**src/rtl/countdown_timer_pkg.sv**
```systemverilog
// Shared types and constants for the MM:SS countdown timer.
package timer_pkg;

    typedef enum logic [1:0] {
        IDLE  = 2'd0,
        RUN   = 2'd1,
        PAUSE = 2'd2,
        DONE  = 2'd3
    } state_t;

    // Nibble index of each BCD digit inside the 16-bit time word.
    localparam int MIN_T = 3;
    localparam int MIN_O = 2;
    localparam int SEC_T = 1;
    localparam int SEC_O = 0;

    localparam logic [15:0] TIME_ZERO    = 16'h0000;
    localparam logic [3:0]  MAX_SEC_TENS = 4'd5;

endpackage

```
**src/rtl/countdown_timer_if.sv**
```systemverilog
// Control/status bundle between the timer and its controller.
// master = controller side, slave = timer side.
interface countdown_timer_if;
    logic        tick;
    logic        load;
    logic        start;
    logic        stop;
    logic [15:0] time_in;
    logic [15:0] time_out;
    logic        running;
    logic        zero;
    logic        done;

    modport master (
        output tick, load, start, stop, time_in,
        input  time_out, running, zero, done
    );

    modport slave (
        input  tick, load, start, stop, time_in,
        output time_out, running, zero, done
    );
endinterface

```
**src/rtl/countdown_timer_bcd_time_dec.sv**
```systemverilog
// MM:SS BCD time minus one second. The caller never presents 00:00;
// the minute-tens digit is clamped anyway so there is no wrap path.
module bcd_time_dec
    import timer_pkg::*;
(
    input  logic [15:0] time_in,
    output logic [15:0] time_out
);

    logic [3:0] mt, mo, st, so;

    // Borrow chain: sec_ones -> sec_tens -> min_ones -> min_tens.
    always_comb begin
        mt = time_in[4*MIN_T +: 4];
        mo = time_in[4*MIN_O +: 4];
        st = time_in[4*SEC_T +: 4];
        so = time_in[4*SEC_O +: 4];
        if (so != 4'd0) begin
            so = so - 4'd1;
        end else begin
            so = 4'd9;
            if (st != 4'd0) begin
                st = st - 4'd1;
            end else begin
                st = MAX_SEC_TENS;
                if (mo != 4'd0) begin
                    mo = mo - 4'd1;
                end else begin
                    mo = 4'd9;
                    mt = (mt != 4'd0) ? mt - 4'd1 : 4'd0;
                end
            end
        end
        time_out = {mt, mo, st, so};
    end

endmodule

```
**src/rtl/countdown_timer.sv**
```systemverilog
// BCD MM:SS countdown driven by the divider's tick stream.
// state | meaning
// IDLE  | holding a loaded (or cleared) time, not counting
// RUN   | counting ticks, decrementing one second per TICKS_PER_SEC ticks
// PAUSE | counting suspended, time and partial second held
// DONE  | reached 00:00, waiting for start/stop/load
module countdown_timer
    import timer_pkg::*;
#(
    parameter int TICKS_PER_SEC = 100
) (
    input logic              clk,
    input logic              rst_n,
    countdown_timer_if.slave bus
);

    localparam int PS_W = (TICKS_PER_SEC > 1) ? $clog2(TICKS_PER_SEC) : 1;
    localparam logic [PS_W-1:0] PS_LAST = PS_W'(TICKS_PER_SEC - 1);

    state_t          state;
    logic [15:0]     time_q;
    logic [PS_W-1:0] prescaler;
    logic            done_q;
    logic [15:0]     time_dec;
    logic [15:0]     time_sat;

    bcd_time_dec u_dec (
        .time_in  (time_q),
        .time_out (time_dec)
    );

    // Clamp out-of-range digits of the load value.
    always_comb begin
        time_sat = bus.time_in;
        if (time_sat[4*MIN_T +: 4] > 4'd9) time_sat[4*MIN_T +: 4] = 4'd9;
        if (time_sat[4*MIN_O +: 4] > 4'd9) time_sat[4*MIN_O +: 4] = 4'd9;
        if (time_sat[4*SEC_T +: 4] > MAX_SEC_TENS) time_sat[4*SEC_T +: 4] = MAX_SEC_TENS;
        if (time_sat[4*SEC_O +: 4] > 4'd9) time_sat[4*SEC_O +: 4] = 4'd9;
    end

    // Control FSM, prescaler and time register. stop outranks everything;
    // in RUN, start and load are no-ops so the tick path is taken instead.
    always_ff @(posedge clk or negedge rst_n) begin
        if (!rst_n) begin
            state     <= IDLE;
            time_q    <= TIME_ZERO;
            prescaler <= '0;
            done_q    <= 1'b0;
        end else begin
            done_q <= 1'b0;
            if (bus.stop) begin
                case (state)
                    RUN:   state <= PAUSE;
                    DONE:  state <= IDLE;
                    default: begin
                        state     <= IDLE;
                        time_q    <= TIME_ZERO;
                        prescaler <= '0;
                    end
                endcase
            end else if (state == RUN) begin
                if (bus.tick) begin
                    if (prescaler == PS_LAST) begin
                        prescaler <= '0;
                        time_q    <= time_dec;
                        if (time_dec == TIME_ZERO) begin
                            state  <= DONE;
                            done_q <= 1'b1;
                        end
                    end else begin
                        prescaler <= prescaler + PS_W'(1);
                    end
                end
            end else if (bus.start) begin
                if (state == DONE) begin
                    state <= IDLE;
                end else if (time_q != TIME_ZERO) begin
                    state <= RUN;
                end
            end else if (bus.load) begin
                time_q    <= time_sat;
                prescaler <= '0;
                state     <= IDLE;
            end
        end
    end

    assign bus.time_out = time_q;
    assign bus.running  = (state == RUN);
    assign bus.zero     = (time_q == TIME_ZERO);
    assign bus.done     = done_q;

endmodule

```
**src/flat_wrapper.sv**
```systemverilog
// flat-port wrapper written by rule: the top's interface ports become plain ports
module countdown_timer_flat import timer_pkg::*;
#(
    parameter int TICKS_PER_SEC = 100
)
  (clk, rst_n, bus_tick, bus_load, bus_start, bus_stop, bus_time_in, bus_time_out, bus_running, bus_zero, bus_done);
  countdown_timer_if bus_i ();
  input logic clk;
  input logic rst_n;
  input wire logic [$bits(bus_i.tick)-1:0] bus_tick;
  input wire logic [$bits(bus_i.load)-1:0] bus_load;
  input wire logic [$bits(bus_i.start)-1:0] bus_start;
  input wire logic [$bits(bus_i.stop)-1:0] bus_stop;
  input wire logic [$bits(bus_i.time_in)-1:0] bus_time_in;
  output wire logic [$bits(bus_i.time_out)-1:0] bus_time_out;
  output wire logic [$bits(bus_i.running)-1:0] bus_running;
  output wire logic [$bits(bus_i.zero)-1:0] bus_zero;
  output wire logic [$bits(bus_i.done)-1:0] bus_done;
  assign bus_i.tick = bus_tick;
  assign bus_i.load = bus_load;
  assign bus_i.start = bus_start;
  assign bus_i.stop = bus_stop;
  assign bus_i.time_in = bus_time_in;
  assign bus_time_out = bus_i.time_out;
  assign bus_running = bus_i.running;
  assign bus_zero = bus_i.zero;
  assign bus_done = bus_i.done;
  countdown_timer #(.TICKS_PER_SEC(TICKS_PER_SEC)) u_core (.clk(clk), .rst_n(rst_n), .bus(bus_i));
endmodule
```
**config.mk**
```make
export PLATFORM = sky130hd
export DESIGN_NAME = countdown_timer_flat
export DESIGN_NICKNAME = d
export VERILOG_FILES = /design/src/rtl/countdown_timer_pkg.sv /design/src/rtl/countdown_timer_if.sv /design/src/rtl/countdown_timer_bcd_time_dec.sv /design/src/rtl/countdown_timer.sv /design/src/flat_wrapper.sv
export SDC_FILE = /design/constraint.sdc
export NUM_CORES = 1
export LEC_CHECK = 0
export ABC_AREA = 1
export CAP_MARGIN = 20
export CORE_AREA = 5 5 76 71
export CTS_BUF_LIST = sky130_fd_sc_hd__clkbuf_8
export DETAILED_ROUTE_END_ITERATION = 10
export DIE_AREA = 0 0 81 76
export HOLD_SLACK_MARGIN = 0.05
export PLACE_DENSITY = 0.67
export SYNTH_ARGS = -nofsm -noshare
export SYNTH_HDL_FRONTEND = slang
export SYNTH_SLANG_ARGS = --single-unit
```
**constraint.sdc**
```tcl
create_clock -name clk -period 2.4 [get_ports clk]
set_clock_uncertainty 0.2 [all_clocks]
set_input_delay 0.24 -clock clk [delete_from_list [all_inputs] [get_ports clk]]
set_output_delay 0.24 -clock clk [all_outputs]
set_load 0.02 [all_outputs]
```
==> impl_metrics.yaml <==
outcome:
  status: "finished, final reports clean"
layout:
  multi_input_area_sq_um: 1000
  final_area_sq_um: 2370
  drive_above_1_share: 0.126
  area_growth_pct: 28.8
  antenna_cells: 0
  fin_nets: 327
  instances_no_fill: 367
  fillers: 496
  final-seq-area_sq_um: 651
global_routing:
  grt_overflow: 0
  grt_pass1_vias: 1819
  grt_usage: 0.162
  grt_max_degree: 27
  grt_first_pass_wirelength_um: 8090
  antenna_found_initial: 0
timing:
  fin_setup_tns_ps: 0
  post-route-min-period_ps: 2220
  tightestPinTransition_ps: 339
  fin_crit_sh: 0.925
  rsz0062_at_grt: "false"
  whs_ps: 130
  setup_viol_count_final: 0
  hold_viol: 0
  max_slew_margin: 0.774
  slew_viol_final: 0
  fmax_mhz: 451
synth:
  synth_area_leaders: "dfrtp_1 (35%), nand2_1 (11%), inv_1 (6.7%), nor2_1 (6.1%), a21oi_1 (4.6%)"
  synth_compound_area_frac: 0.165
  synth.most_common_cell: "nand2_1"
  syn-num-nets: 281
  ys_types: 35
  synth_edf_count: 0
  synth_top_family_by_area: "simple AND/OR/NAND/NOR gates"
  yosysSeqAreaShare: 0.354
  yosysTopAreaCell: "dfrtp_1"
  synth_mux_area_frac: 0
  ys.flop_type: "dfrtp_1"
  synthArstFlopShare: 1.00
  synth_adder_area_share: 0.00680
  avgSynthCellArea_sq_um: 7.13
  synth-xor-area-share: 0
  netlist_area_sq_um: 1840
  syn_inst: 258
  synthTopCellsByCount: "nand2_1 (54), inv_1 (33), nor2_1 (30), dfrtp_1 (26)"
  synthSimpleGateAreaFrac: 0.373
  synth_seq_cells: 26
  yosysWarnings: 0
  synth_top_cell_area_share: 0.354
setup_path:
  r2r_slack_ps: 290
  crit_arrival_ps: 1780
  crit_path_end_kind: "output port"
  crit_fanout: 5
  regToRegStartpoint: "u_core.bus.time_out[1]"
  cp.required_ps: 1960
  r2r-end: "u_core.state[0]"
  reg2reg_depth: 13
  crit_path_start_kind: "flop"
  path_class: "flop to output port"
floorplan:
  initial_core_util: 0.398
  rows: 24
  die_w_um: 81
  coreArea_sq_um: 4620
  die_h_um: 76
  ios: 41
  die_area_sq_um: 6160
detailed_routing:
  avgRoutedWirePerCell_um: 13.2
  routed_via_density: 5.08
  dr.pass1.iters: 4
  drcViolationCount: 0
  antenna_left: 0
  wirelength_um: 4840
  initialDrtViolationCount: 87
  via_count: 1863
power:
  leakage_nw: 1.09
  total_power_mw: 2.83
  ir_drop_mv: 0.561
  powerDensity_nw_per_um2: 1190
clock_tree:
  cts_buffer_depth: 2
  insertion_delay_ps: 270
  cts_buffers: 3
  cts_max_level: 1
  cts_setup_buffers: 0
  numClockSinks: 26
  cts_tree: "done"
  root_buffer: "clkbuf_8"
  cts.reportedPaths.clkPinSlew_ps: 90
hold_path:
  hp-class: "primary input to async pin"
place:
  hpwl_um: 3830
  placed_cell_area_sq_um: 2330
  numPortBuffers: 40
  place_inst: 364
  gp_congestion: 0.868
job:
  cap_violations: 0
-- flip-flops by register name (all words and copies together) (netlist names) --
signal	cells
u_core.state	2
u_core.bus.done	1
u_core.bus.time_out	16
u_core.prescaler	7
-- layout by cell type (no fill, tap or decap), types with 2 or more instances in the layout --
| master | count |
|---|---|
| buf_4 | 5 |
| a22oi_1 | 2 |
| nor2_1 | 29 |
| nand2_1 | 54 |
| inv_2 | 3 |
| nor2_4 | 3 |
| nand2_4 | 4 |
| clkdlybuf4s50_1 | 39 |
| o21ai_1 | 6 |
| o211ai_1 | 2 |
| nand4_1 | 2 |
| o22ai_1 | 3 |
| nand2_2 | 6 |
| nor2_2 | 5 |
| a21oi_1 | 17 |
| nor3_1 | 7 |
| a32oi_1 | 2 |
| nand3_1 | 17 |
| inv_1 | 33 |
| dfrtp_1 | 26 |
| nand3_2 | 2 |
| or2_2 | 2 |
| a31oi_1 | 4 |
| clkbuf_8 | 3 |
| o21ai_0 | 13 |
-- final cells by class --
type | count | area share
clock buffer | 3 | 0.0174
inverter | 36 | 0.0571
sequential | 26 | 0.275
timing repair buffer | 46 | 0.193
multi-input combinational | 191 | 0.424
tap | 65 | 0.0343
-- report_power, final --
part           total, mW  switching [mW]  internal [mW]
clock network      0.249           0.136          0.113
registers          0.769           0.185          0.583
logic               1.81            1.11          0.702
-- per-layer routing --
layer / vias up / global-route usage / share of wire
met5: - / 0 / 0
met4: 0 / 0.0253 / 0.0068
met3: 6 / 0.0402 / 0.054
met2: 50 / 0.278 / 0.50
met1: 865 / 0.206 / 0.44
li1: 942 / - / -
-- worst max-delay path, cell delays in order (launching register included) --
cell and delay [ps]:
dfrtp_1 430, nor2_2 180, nand2_1 110, inv_1 150, nand4_1 210, inv_1 90, dlygate4sd2_1 330
-- repair_timing --
| action | in CTS | in global routing |
|---|---|---|
| hold buffers | 0 | 0 |
| gates resized for setup | 1 | 1 |
| setup endpoints to repair | 1 | 1 |
| pin swaps | 0 | 0 |
-- through the flow --
stage	setup slack [ps]	utilization
floorplan	513	-
global placement	157	0.503
detailed placement	139	0.503
CTS	119	0.512
global route	9.77	0.512
finish	180	0.512
-- how the worst max path moves through the flow --
stage / from / endpoint / slack, ps
after floorplan: u_core.bus.time_out[1] / u_core.state[0] / 510
after detailed placement: bus_stop / u_core.bus.time_out[15] / 140
after global routing: u_core.bus.time_out[9] / bus_zero / 10
after CTS: u_core.bus.time_out[9] / bus_zero / 120
after global placement: u_core.bus.time_out[9] / bus_zero / 160
final: u_core.bus.time_out[9] / bus_zero / 180
-- cells by family (layout without fill, tap and decap cells) --
kind of cell	after synthesis	count (layout)
and+or+nand+nor	138	138
AOI/OAI and AO/OA	52	52
buffers and inverters	41	85
DFF	26	26
adders and majority gates	1	1
No activity file was read; power rests on OpenSTA's default activity.
